<file path="src/rtl/seek_controller.sv">
// Floppy head seek/recalibrate sequencer: drives step/dir with fixed timing, tracks cylinder, homes on track 0.
// Latency: accept->done = 2 + DIR_SETUP + n*(LOW+GAP) + SETTLE cycles for an n-track seek; cmd_ready only in IDLE.
// Backpressure: cmd_valid is ignored while busy; commands are not queued.
module seek_controller #(
    parameter int unsigned STEP_LOW_CYCLES  = 500,
    parameter int unsigned STEP_GAP_CYCLES  = 3000,
    parameter int unsigned DIR_SETUP_CYCLES = 16,
    parameter int unsigned SETTLE_CYCLES    = 15000,
    parameter int unsigned MAX_TRACK        = 79,
    parameter int unsigned RECAL_LIMIT      = 85
) (
    input  logic       clk,
    input  logic       rst,
    input  logic       cmd_valid,
    output logic       cmd_ready,
    input  logic       cmd_recal,
    input  logic [7:0] cmd_track,
    input  logic       tr0,
    output logic       step,
    output logic       dir,
    output logic [7:0] cur_track,
    output logic       homed,
    output logic       busy,
    output logic       done,
    output logic       err
);

    typedef enum logic [2:0] {
        IDLE, CHECK, DIR_SETUP, PULSE_LO, PULSE_HI, SETTLE, FINISH
    } state_t;

    localparam logic [15:0] T_DIR    = 16'(DIR_SETUP_CYCLES - 1);
    localparam logic [15:0] T_LOW    = 16'(STEP_LOW_CYCLES - 1);
    localparam logic [15:0] T_GAP    = 16'(STEP_GAP_CYCLES - 1);
    localparam logic [15:0] T_SETTLE = 16'(SETTLE_CYCLES - 1);
    localparam logic [7:0]  MAX_TRK  = 8'(MAX_TRACK);
    localparam logic [7:0]  LIMIT    = 8'(RECAL_LIMIT);

    state_t      state, state_nxt;
    logic [15:0] timer, timer_load;
    logic        tr0_m, tr0_s;
    logic        recal_r;
    logic [7:0]  target_r;
    logic [7:0]  step_cnt;
    logic        fail_r;
    logic        timer_zero, at_target, seek_bad, step_limit;

    assign timer_zero = (timer == 16'd0);
    assign at_target  = (cur_track == target_r);
    assign seek_bad   = !homed || (target_r > MAX_TRK);
    assign step_limit = (step_cnt == LIMIT);

    // State register plus timer, reloaded on every state change.
    always_ff @(posedge clk) begin
        if (!rst) begin
            state <= IDLE;
            timer <= 16'd0;
        end else begin
            state <= state_nxt;
            if (state_nxt != state)
                timer <= timer_load;
            else if (!timer_zero)
                timer <= timer - 16'd1;
        end
    end

    always_comb begin
        state_nxt = state;
        case (state)
            IDLE:      if (cmd_valid) state_nxt = CHECK;
            CHECK: begin
                if (recal_r)
                    state_nxt = tr0_s ? SETTLE : DIR_SETUP;
                else if (seek_bad || at_target)
                    state_nxt = FINISH;
                else
                    state_nxt = DIR_SETUP;
            end
            DIR_SETUP: if (timer_zero) state_nxt = PULSE_LO;
            PULSE_LO:  if (timer_zero) state_nxt = PULSE_HI;
            PULSE_HI: begin
                if (timer_zero) begin
                    if (recal_r) begin
                        if (tr0_s)           state_nxt = SETTLE;
                        else if (step_limit) state_nxt = FINISH;
                        else                 state_nxt = PULSE_LO;
                    end else begin
                        state_nxt = at_target ? SETTLE : PULSE_LO;
                    end
                end
            end
            SETTLE:    if (timer_zero) state_nxt = FINISH;
            FINISH:    state_nxt = IDLE;
            default:   state_nxt = IDLE;
        endcase
    end

    always_comb begin
        timer_load = 16'd0;
        case (state_nxt)
            DIR_SETUP: timer_load = T_DIR;
            PULSE_LO:  timer_load = T_LOW;
            PULSE_HI:  timer_load = T_GAP;
            SETTLE:    timer_load = T_SETTLE;
            default:   timer_load = 16'd0;
        endcase
    end

    // Datapath: synchronizer, command latch, position tracking, registered step/dir.
    always_ff @(posedge clk) begin
        if (!rst) begin
            tr0_m     <= 1'b0;
            tr0_s     <= 1'b0;
            recal_r   <= 1'b0;
            target_r  <= 8'd0;
            step_cnt  <= 8'd0;
            fail_r    <= 1'b0;
            cur_track <= 8'd0;
            homed     <= 1'b0;
            dir       <= 1'b1;
            step      <= 1'b1;
        end else begin
            tr0_m <= tr0;
            tr0_s <= tr0_m;
            // Step follows next state so it is a clean flop output, low only in PULSE_LO.
            step  <= (state_nxt != PULSE_LO);

            case (state)
                IDLE: begin
                    if (cmd_valid) begin
                        recal_r  <= cmd_recal;
                        target_r <= cmd_track;
                    end
                end
                CHECK: begin
                    if (recal_r) begin
                        dir      <= 1'b1;
                        step_cnt <= 8'd0;
                        fail_r   <= 1'b0;
                        if (tr0_s) begin
                            cur_track <= 8'd0;
                            homed     <= 1'b1;
                        end
                    end else begin
                        fail_r <= seek_bad;
                        if (!seek_bad && !at_target)
                            dir <= (target_r < cur_track);
                    end
                end
                PULSE_LO: begin
                    if (timer_zero) begin
                        if (recal_r)
                            step_cnt <= step_cnt + 8'd1;
                        else if (dir) begin
                            if (cur_track != 8'd0) cur_track <= cur_track - 8'd1;
                        end else begin
                            if (cur_track != 8'hFF) cur_track <= cur_track + 8'd1;
                        end
                    end
                end
                PULSE_HI: begin
                    if (timer_zero && recal_r) begin
                        if (tr0_s) begin
                            cur_track <= 8'd0;
                            homed     <= 1'b1;
                        end else if (step_limit) begin
                            homed  <= 1'b0;
                            fail_r <= 1'b1;
                        end
                    end
                end
                default: ;
            endcase
        end
    end

    always_comb begin
        cmd_ready = (state == IDLE);
        busy      = (state != IDLE);
        done      = (state == FINISH);
        err       = (state == FINISH) && fail_r;
    end

endmodule

</file>
<file path="config.mk">
export PLATFORM = sky130hd
export DESIGN_NAME = seek_controller
export DESIGN_NICKNAME = d
export VERILOG_FILES = /design/src/rtl/seek_controller.sv
export SDC_FILE = /design/constraint.sdc
export NUM_CORES = 1
export LEC_CHECK = 0
export ABC_CLOCK_PERIOD_IN_PS = 7420
export BUFFER_PORTS_ARGS = -buffer_cell sky130_fd_sc_hd__clkbuf_2
export CAP_MARGIN = 20
export CORE_ASPECT_RATIO = 1.4
export CORE_MARGIN = 3
export CORE_UTILIZATION = 60
export CTS_CLUSTER_DIAMETER = 50
export CTS_CLUSTER_SIZE = 30
export DETAILED_ROUTE_END_ITERATION = 8
export GPL_ROUTABILITY_DRIVEN = 0
export PLACE_DENSITY = 0.92
export SYNTH_ARGS = -nofsm -noshare
export SYNTH_HDL_FRONTEND = slang
export SYNTH_SLANG_ARGS = --single-unit
</file>
<file path="constraint.sdc">
create_clock -name clk -period 7.42 [get_ports clk]
set_input_delay 0.371 -clock clk [delete_from_list [all_inputs] [get_ports clk]]
set_output_delay 0.371 -clock clk [all_outputs]
set_load 0.005 [all_outputs]
</file>
# Word level (Yosys, flattened, before mapping)
# Index checks and enable logic that the tools add are counted.
# W data, S select, Z words.
totals:
  ff_bits: 50
  out_inout_bits: 15
  elab_cells: 109
op_classes:
  addsub: 4
  magnitude_cmp: 2
  eq_ne: 27
  muxes: 42
  n_reduce_logical: 22
ops:
  columns: ["cell", "count"]
  rows:
  - ["$mux W8", 11]
  - ["$pmux W14 S4", 1]
  - ["$mux W3", 12]
  - ["$mux W16", 2]
  - ["$pmux W8 S3", 1]
  - ["$pmux W3 S6", 1]
  - ["$add A8 B1 Y8 const B", 2]
  - ["$logic_not A16 Y1", 1]
  - ["$ne A2 B2 Y1 const B", 8]
  - ["$pmux W8 S2", 1]
  - ["$sub A16 B1 Y16 const B", 1]
  - ["$eq A3 B3 Y1 const B", 5]
  - ["$eq A3 B2 Y1 const B", 4]
  - ["$mux W1", 11]
  - ["$ne A3 B3 Y1 const B", 3]
  - ["$eq A8 B7 Y1 const B", 1]
  - ["$eq A8 B8 Y1", 1]
  - ["$gt A8 B7 Y1 const B", 1]
  - ["$lt A8 B8 Y1", 1]
  - ["$ne A8 B8 Y1 const B", 1]
  - ["$reduce_and A4 Y1", 2]
  - ["$reduce_bool A8 Y1", 1]
  - ["$sub A8 B1 Y8 const B", 1]
  - ["$reduce_and A7 Y1", 1]
  - ["other kinds (13)", 23]

# Logic depth before layout (Yosys ltp)
# Gate-level depths: netlist (run 1).
depth:
  ltp_word: 9
  ltp_mapped: 12

# Worst setup path after synthesis (run 1)
# No wires, ideal clock.
synth_timing:
  path_kind: "flip-flop to flip-flop"
  startpoint: "reg timer[6]"
  endpoint: "reg timer[4]"
  setup_ns: 0.118
  arrival_ns: 2.315
  setup_slack_ns: 4.986
  stages_incl_launch_ff: 9
  path_buffers: 2
  path_cell_list: "dfxtp_1 -> or3_4 -> or4_4 -> buf_6 -> or2_1 -> buf_6 -> o2111a_1 -> nor3_2 -> nor2_1"
synth_between:
  elab_chain_cells: 6
  word_cells_on_any_way: 14
synth_rtl:
  columns: ["item", "line", "text"]
  rows:
  - ["start, declared", "40", "logic [15:0] timer, timer_load;"]
  - ["start signal, assigned", "61", "timer <= timer_load;"]
  - ["start signal, assigned", "63", "timer <= timer - 16'd1;"]
  - ["$logic_not A16 Y1 *", "48", "assign timer_zero = (timer == 16'd0);"]
  - ["$mux W3 (on tied branches)", null, null]
  - ["$pmux W3 S6", "69", "case (state)"]
  - ["$eq A3 B3 Y1 or $eq A3 B2 Y1 (tied branches)", "100", "case (state_nxt)"]
  - ["$pmux W14 S4", "100", null]
  - ["$mux W16", "60", "if (state_nxt != state)"]
# Every way passes the cells marked *; elsewhere a longest branch is shown, timed or not.
# A chain may end at the register's enable or synchronous reset.

# Worst setup path after layout (run 1)
layout_timing:
  startpoint: "reg timer[0]"
  endpoint: "reg timer[6]"
layout_between:
  elab_chain_cells: 6
  word_cells_on_any_way: 16
layout_rtl:
  columns: ["item", "line"]
  rows:
  - ["$logic_not A16 Y1", "48"]
  - ["$mux W3 (on tied branches)", null]
  - ["$pmux W3 S6", "69"]
  - ["$eq A3 B3 Y1 or $eq A3 B2 Y1 (tied branches)", "100"]
  - ["$pmux W14 S4", "100"]
  - ["$mux W16", "60"]
# Parallel ways exist; a longest one is shown, timed or not. The select of a mux whose other input is x is not followed.

==> results of run 1 <==
## flip-flops by register name, indices dropped and copies added, names as in the netlist
signal,count
recal_r,1
state,3
tr0_m,1
step,1
dir,1
tr0_s,1
fail_r,1
timer,16
cur_track,8
target_r,8
homed,1
step_cnt,8
## routing by layer
metal / vias up / wire length [microns]
met2: 87 / 3540
li1: 1399 / -
met5: - / 0
met3: 27 / 349
met1: 1328 / 2800
met4: 0 / 271
## critical path, cell delays in order (launching register included)
cell and delay, ps:
dfxtp_1 350, inv_1 80, ha_1 270, nor4b_1 330
nand4_1 430, a2111oi_0 590, nor4_2 140, nor3b_1 470
nand2_1 110, a21boi_1 150
## how the worst max path moves through the flow
stage,startpoint,to,slack (ps)
after global routing,timer[0],timer[6],4180
after detailed placement,timer[0],timer[6],4510
after CTS,timer[0],timer[6],4490
after global placement,timer[0],timer[6],4550
final,timer[0],timer[6],4420
after floorplan,timer[6],timer[4],4990
## Yosys cell counts (2+ instances only)
master,n,area [sq um]
dfxtp_1,50,1000
nor3_1,12,60.1
nor3b_1,3,22.5
clkbuf_1,12,45.0
buf_6,3,33.8
or3_1,5,31.3
a21boi_1,5,37.5
inv_1,20,75.1
nor2_1,34,128
ha_1,17,213
o211ai_1,2,15.0
o21a_1,3,22.5
nand3_1,9,45.0
a21boi_0,9,67.6
and4_1,3,26.3
o22ai_1,3,18.8
a22oi_1,7,52.6
a31o_1,2,17.5
o211a_1,2,20.0
nor4_1,9,56.3
o21ai_1,8,40.0
nand2_1,44,165
nand2b_1,4,25.0
nand4_1,6,37.5
o21ai_0,5,25.0
and3_1,4,25.0
o21bai_1,3,22.5
nor2b_1,12,75.1
nor4b_1,4,35.0
mux2i_1,2,20.0
or4_1,3,22.5
xnor2_1,10,87.6
a21oi_1,15,75.1
and2_1,11,68.8
xor2_1,15,131
## final cells by class
cell class,count,area [sq um],share of cell area
Clock inverter,2,37.5,0.0111
Tap cell,64,80.1,0.0236
Clock buffer,6,72.6,0.0214
Sequential cell,50,1000,0.295
Multi-Input combinational cell,299,1990,0.586
Timing Repair Buffer,27,135,0.0399
Inverter,20,75.1,0.0222
## power by group through the flow
stage               clock (W)  sequential (W)  combinational (W)
floorplan                   0        0.000380           0.000661
CTS                  0.000195        0.000411           0.000789
global placement            0        0.000414           0.000746
global route         0.000205        0.000425           0.000892
detailed placement          0        0.000417           0.000777
finish               0.000195        0.000414           0.000800
## kinds of logic after synthesis
group                      share of synthesized area
DFF                                            0.318
AOI/OAI and AO/OA                              0.185
buffers and inverters                         0.0501
muxes                                        0.00994
and+or+nand+nor                                0.293
xor gates and xnor gates                      0.0696
adders and majority gates                     0.0740
## metrics by stage
step | setup WS (ps) | total power [W] | std cells
after floorplan | 4990 | 0.00104 | 385
after global placement | 4550 | 0.00116 | 460
after detailed placement | 4510 | 0.00119 | 460
after CTS | 4490 | 0.00139 | 468
after global routing | 4180 | 0.00152 | 468
final | 4420 | 0.00141 | 468
==> out/qor.csv, run 1 <==
metric,value,unit
most frequent cells in the layout,"dfxtp_1, nand2_1, nor2_1",
Reg2Reg Setup Slack,4420,ps
layout cells sized above 1,0.114,
CP endpoint kind,flip-flop,
Tightest Pin Transition,773,ps
setup TNS,0,ps
Worst EP required,7660,ps
Hold Buf Count CTS,0,
Final Cell Area,3390,sq um
Worst setup SP type,flip-flop,
Hold Fails Final Rpt,0,
sw frac,0.465,
routing usage on met3,0.0515,
postcts setup bufs,0,
vias in the first global route,2733,
CTS tree,built,
starting density of the core,0.635,
reg2reg path depth,9,
via count,2841,
# diodes,0,
max_cap viols,0,
CTS Sinks,50,
cts bufs inserted,5,
DIE WIDTH,67.2,microns
Worst Skew,4.74,ps
Filler cells,413,
Post-synth top flop,dfxtp_1,
DRT Wirelength,6970,microns
post-synth design cell area,3150,sq um
initial antenna violation count,0,
max frequency,334,MHz
Netlist cell types,64,
Sw Pwr,0.000656,W
drt wl/cell,14.9,microns
Worst EP arrival,3240,ps
sequential area share after synthesis,0.318,
die area,6160,sq um
row count,30,
htree depth,2,
critical-path maximum fanout,9,
RSZ-0062 raised after global routing,no,
worst r2r dst,timer[6],
Hold Path Sink,tr0_m,
fin crit share,0.404,
GR Util met2,0.417,
first-pass GRT wire length,12100,microns
Final ANT Viol Nets,0,
Hold Path Stages,2,
Post-synth ARST share,0,
"EDFF count, synth",0,
Core ar.,4950,sq um
GR Overflow Total,0,
Root Driver,clkbuf_8,
status,finished clean,
Die Ht,91.7,microns
Max Slew Vio Count,0,
DRT iter0 DRCs,213,
GR Layer Usage met1,0.292,
P_int,0.000754,W
Placed Area,3280,sq um
Clock transition at path regs,90,ps
PwrDens,416,nW/um^2
Finished Core Util,0.684,
Boundary Pins,28,
syn nets,416,
number of setup violations in the final report,0,
pin count of the biggest net entering global routing,48,
WS Path Type,reg -> reg,
nets,434,
hold crit path type,in -> reg,
hold_sp,tr0,
Leakage,1.35,nW
fin crit period,3000,ps
WHS,272,ps
"most common cell after layout, fill and taps aside",dfxtp_1,
DP HPWL,5110,microns
Vias/cell,6.07,
GR Util All Layers,0.248,
maximum buffer depth of the clock tree,2,
#FFs+latches synth,50,
Worst slew margin,0.485,
part of the power in registers,0.294,
clock network fraction of total power,0.138,
Worst R2R Start,timer[0],
GRT Max-Usage Layer,met2,
First-pass DRT Iterations,4,
synth warn,0,
clk_lat worst skew,310,ps
# DRC,0,
combinational power share,0.568,
Area Growth Syn to Fin,7.72,%
cts repair resizes,0,
Mean Syn Cell Area,8.17,sq um
Cells after Synth,385,
buffers added on ports,27,
Max IR drop VDD,242,uV
Power figures use the tool's default switching activity.
==> inputs of run 2 (changes only) <==
ABC_CLOCK_PERIOD_IN_PS = 2460   (was 7420)
CORE_UTILIZATION = 54   (was 60)
PLACE_DENSITY = 0.88   (was 0.92)
clock period = 2.46 ns   (was 7.42 ns; I/O delays follow)
==> run 2 against run 1 <==
  * The run now ends with setup timing left
  * First-iteration DRC count is 18% higher
  * Non-clock buffer count grew 59
  * Critical path depth rose by 2
  * Final area up 20%
  * Wire length increased by 33%
  * Sequential power rose to 2.8 times the previous value
  * Clock power grew to 3.0 times the previous value
  * Combinational power rose to 4.7 times the previous value
  * Register-to-register slack got worse by 4400 ps
  * Die area rose by 10%
  * Worst hold slack got worse by 220 ps
  * Largest power group unchanged
==> out/qor.csv, run 2 (synthesized netlist as in run 1, its figures left out) <==
metric,value,unit,change
reg2reg path depth,11,,+2
Hold Fails Final Rpt,0,,unchanged
Max Slew Vio Count,0,,unchanged
Worst setup SP type,flip-flop,,
Worst EP required,2670,ps,-4990 ps
clk_lat worst skew,310,ps,about the same
first-pass GRT wire length,13900,microns,+15%
GR Layer Usage met1,0.264,,-0.0287
buffers added on ports,27,,unchanged
failing checks,setup timing,,
CP endpoint kind,flip-flop,,
maximum buffer depth of the clock tree,2,,unchanged
cts bufs inserted,5,,unchanged
Final ANT Viol Nets,0,,unchanged
critical-path maximum fanout,4,,-5
max frequency,404,MHz,+21%
max reg flops,16,,unchanged
Boundary Pins,28,,unchanged
Finished Layout Cells,531,,+13%
WS Path Type,reg -> reg,,
DIE WIDTH,70.5,microns,+4.9%
fin crit share,1.01,,+0.603
routing usage on met3,0.0491,,-0.00236
"most common cell after layout, fill and taps aside",buf_4,,
DRT iter0 DRCs,251,,+18%
Tightest Pin Transition,600,ps,-173 ps
pin count of the biggest net entering global routing,33,,-31%
Core ar.,5570,sq um,+12%
"Most flops, register",timer,,
Hold Path Sink,target_r[4],,
via count,3322,,+17%
Inst Count DP,516,,+12%
Vias/cell,6.26,,+3.1%
Hold Buf Count CTS,0,,unchanged
PwrDens,1350,nW/um^2,+230%
hold crit path type,in -> reg,,
Worst EP arrival,2680,ps,-560 ps
vias in the first global route,3186,,+17%
initial antenna violation count,0,,unchanged
# diodes,0,,unchanged
Worst slew margin,0.600,,+0.116
fin crit period,2480,ps,-520 ps
DP HPWL,6110,microns,+19%
DRT Wirelength,9270,microns,+33%
status,finished with violations,,
worst slack at placement,-214,ps,-4730 ps
max_cap viols,0,,unchanged
drt wl/cell,17.4,microns,+17%
RSZ-0062 raised after global routing,yes,,
Worst Skew,10.3,ps,+5.57 ps
starting density of the core,0.565,,-0.0697
die area,6790,sq um,+10%
hold_sp,cmd_track[4],,
Clock transition at path regs,100,ps,about the same
Overall Power,0.00552,W,+290%
htree depth,2,,unchanged
nets,493,,+14%
row count,32,,+6.7%
First-pass DRT Iterations,8,,+4
worst setup margin,-17.2,ps,-4440 ps
GRT Max-Usage Layer,met2,,
most frequent cells in the layout,"buf_4, dfxtp_1, nand2_1",,
setup TNS,-52.4,ps,-52.4 ps
CTS Sinks,50,,unchanged
Worst R2R Start,timer[0],,
Max IR drop VDD,722,uV,+200%
# DRC,0,,unchanged
GR Overflow Total,0,,unchanged
Reg2Reg Setup Slack,-20,ps,-4440 ps
number of setup violations in the final report,5,,+5
Root Driver,clkbuf_8,,
Hold Path Stages,3,,+1
GR Util All Layers,0.253,,+0.00484
Finished Core Util,0.733,,+0.0491
layout cells sized above 1,0.311,,+0.197
Leakage,1.69,nW,+25%
Area Growth Syn to Fin,29.7,%,
worst r2r dst,timer[8],,
GR Util met2,0.473,,+0.0567
CTS tree,built,,
Die Ht,96.3,microns,+5.1%
run 2: changes by cell type in the layout (fill, tap and decap cells not counted), sizes merged:
cell	delta
buf	+59
clkbuf	+1
clkinvlp	-1
run 2: where the power goes:
| group | switching [W] | leakage (nW) | internal (W) |
|---|---|---|---|
| combinational | 0.00206 | 1.23 | 0.00172 |
| clock | 0.000282 | 0.0524 | 0.000305 |
| sequential | 0.000156 | 0.410 | 0.000991 |
| total | 0.00250 | 1.69 | 0.00302 |
run 2: cell type report:
class | instances | area (sq um)
inverter | 20 | 75.1
clock inverter | 1 | 30.0
fill | 356 | 1490
multi-input combinational | 299 | 2210
tap | 68 | 85.1
sequential | 50 | 1010
clock buffer | 7 | 76.3
timing repair buffer | 86 | 589
run 2: critical path, cell delays in order (launching register included):
cell,delay (ps)
dfxtp_1,320
inv_1,70
ha_2,210
nor4b_4,250
nand4_1,190
buf_6,190
buf_4,140
o21bai_1,170
a22o_1,300
buf_4,170
mux2i_1,250
o22ai_1,120
run 2: what timing repair did:
item                                    4_1_cts  5_1_grt
buffers inserted                              2        5
hold endpoints to repair                      0        0
endpoints found under the setup margin       25       24
pin swaps                                     0       18
gates resized for setup                      11       45
run 2: how the worst max path moves through the flow:
stage | start | to | slack (ps) | cells after the start
floorplan | timer[6] | timer[4] | 30 | 8
finish | timer[0] | timer[8] | -20 | 11
global route | timer[2] | cur_track[2] | -80 | 8
CTS | timer[12] | timer[7] | 9 | 7
global placement | timer[0] | timer[12] | -130 | 9
detailed placement | timer[0] | timer[3] | -210 | 10
run 2: stage by stage:
| stage | hold WS (ps) | cell area (sq um) |
|---|---|---|
| after global routing | 55.4 | 4080 |
| after global placement | 334 | 3670 |
| after floorplan | 250 | 3150 |
| final | 49.4 | 4080 |
| after CTS | 47.7 | 3840 |
| after detailed placement | 373 | 3670 |
run 2: metal layers:
layer | vias up | wire length [microns]
met4 | 0 | 381
met5 | - | 0
met3 | 45 | 554
met2 | 174 | 4820
li1 | 1523 | -
met1 | 1580 | 3510
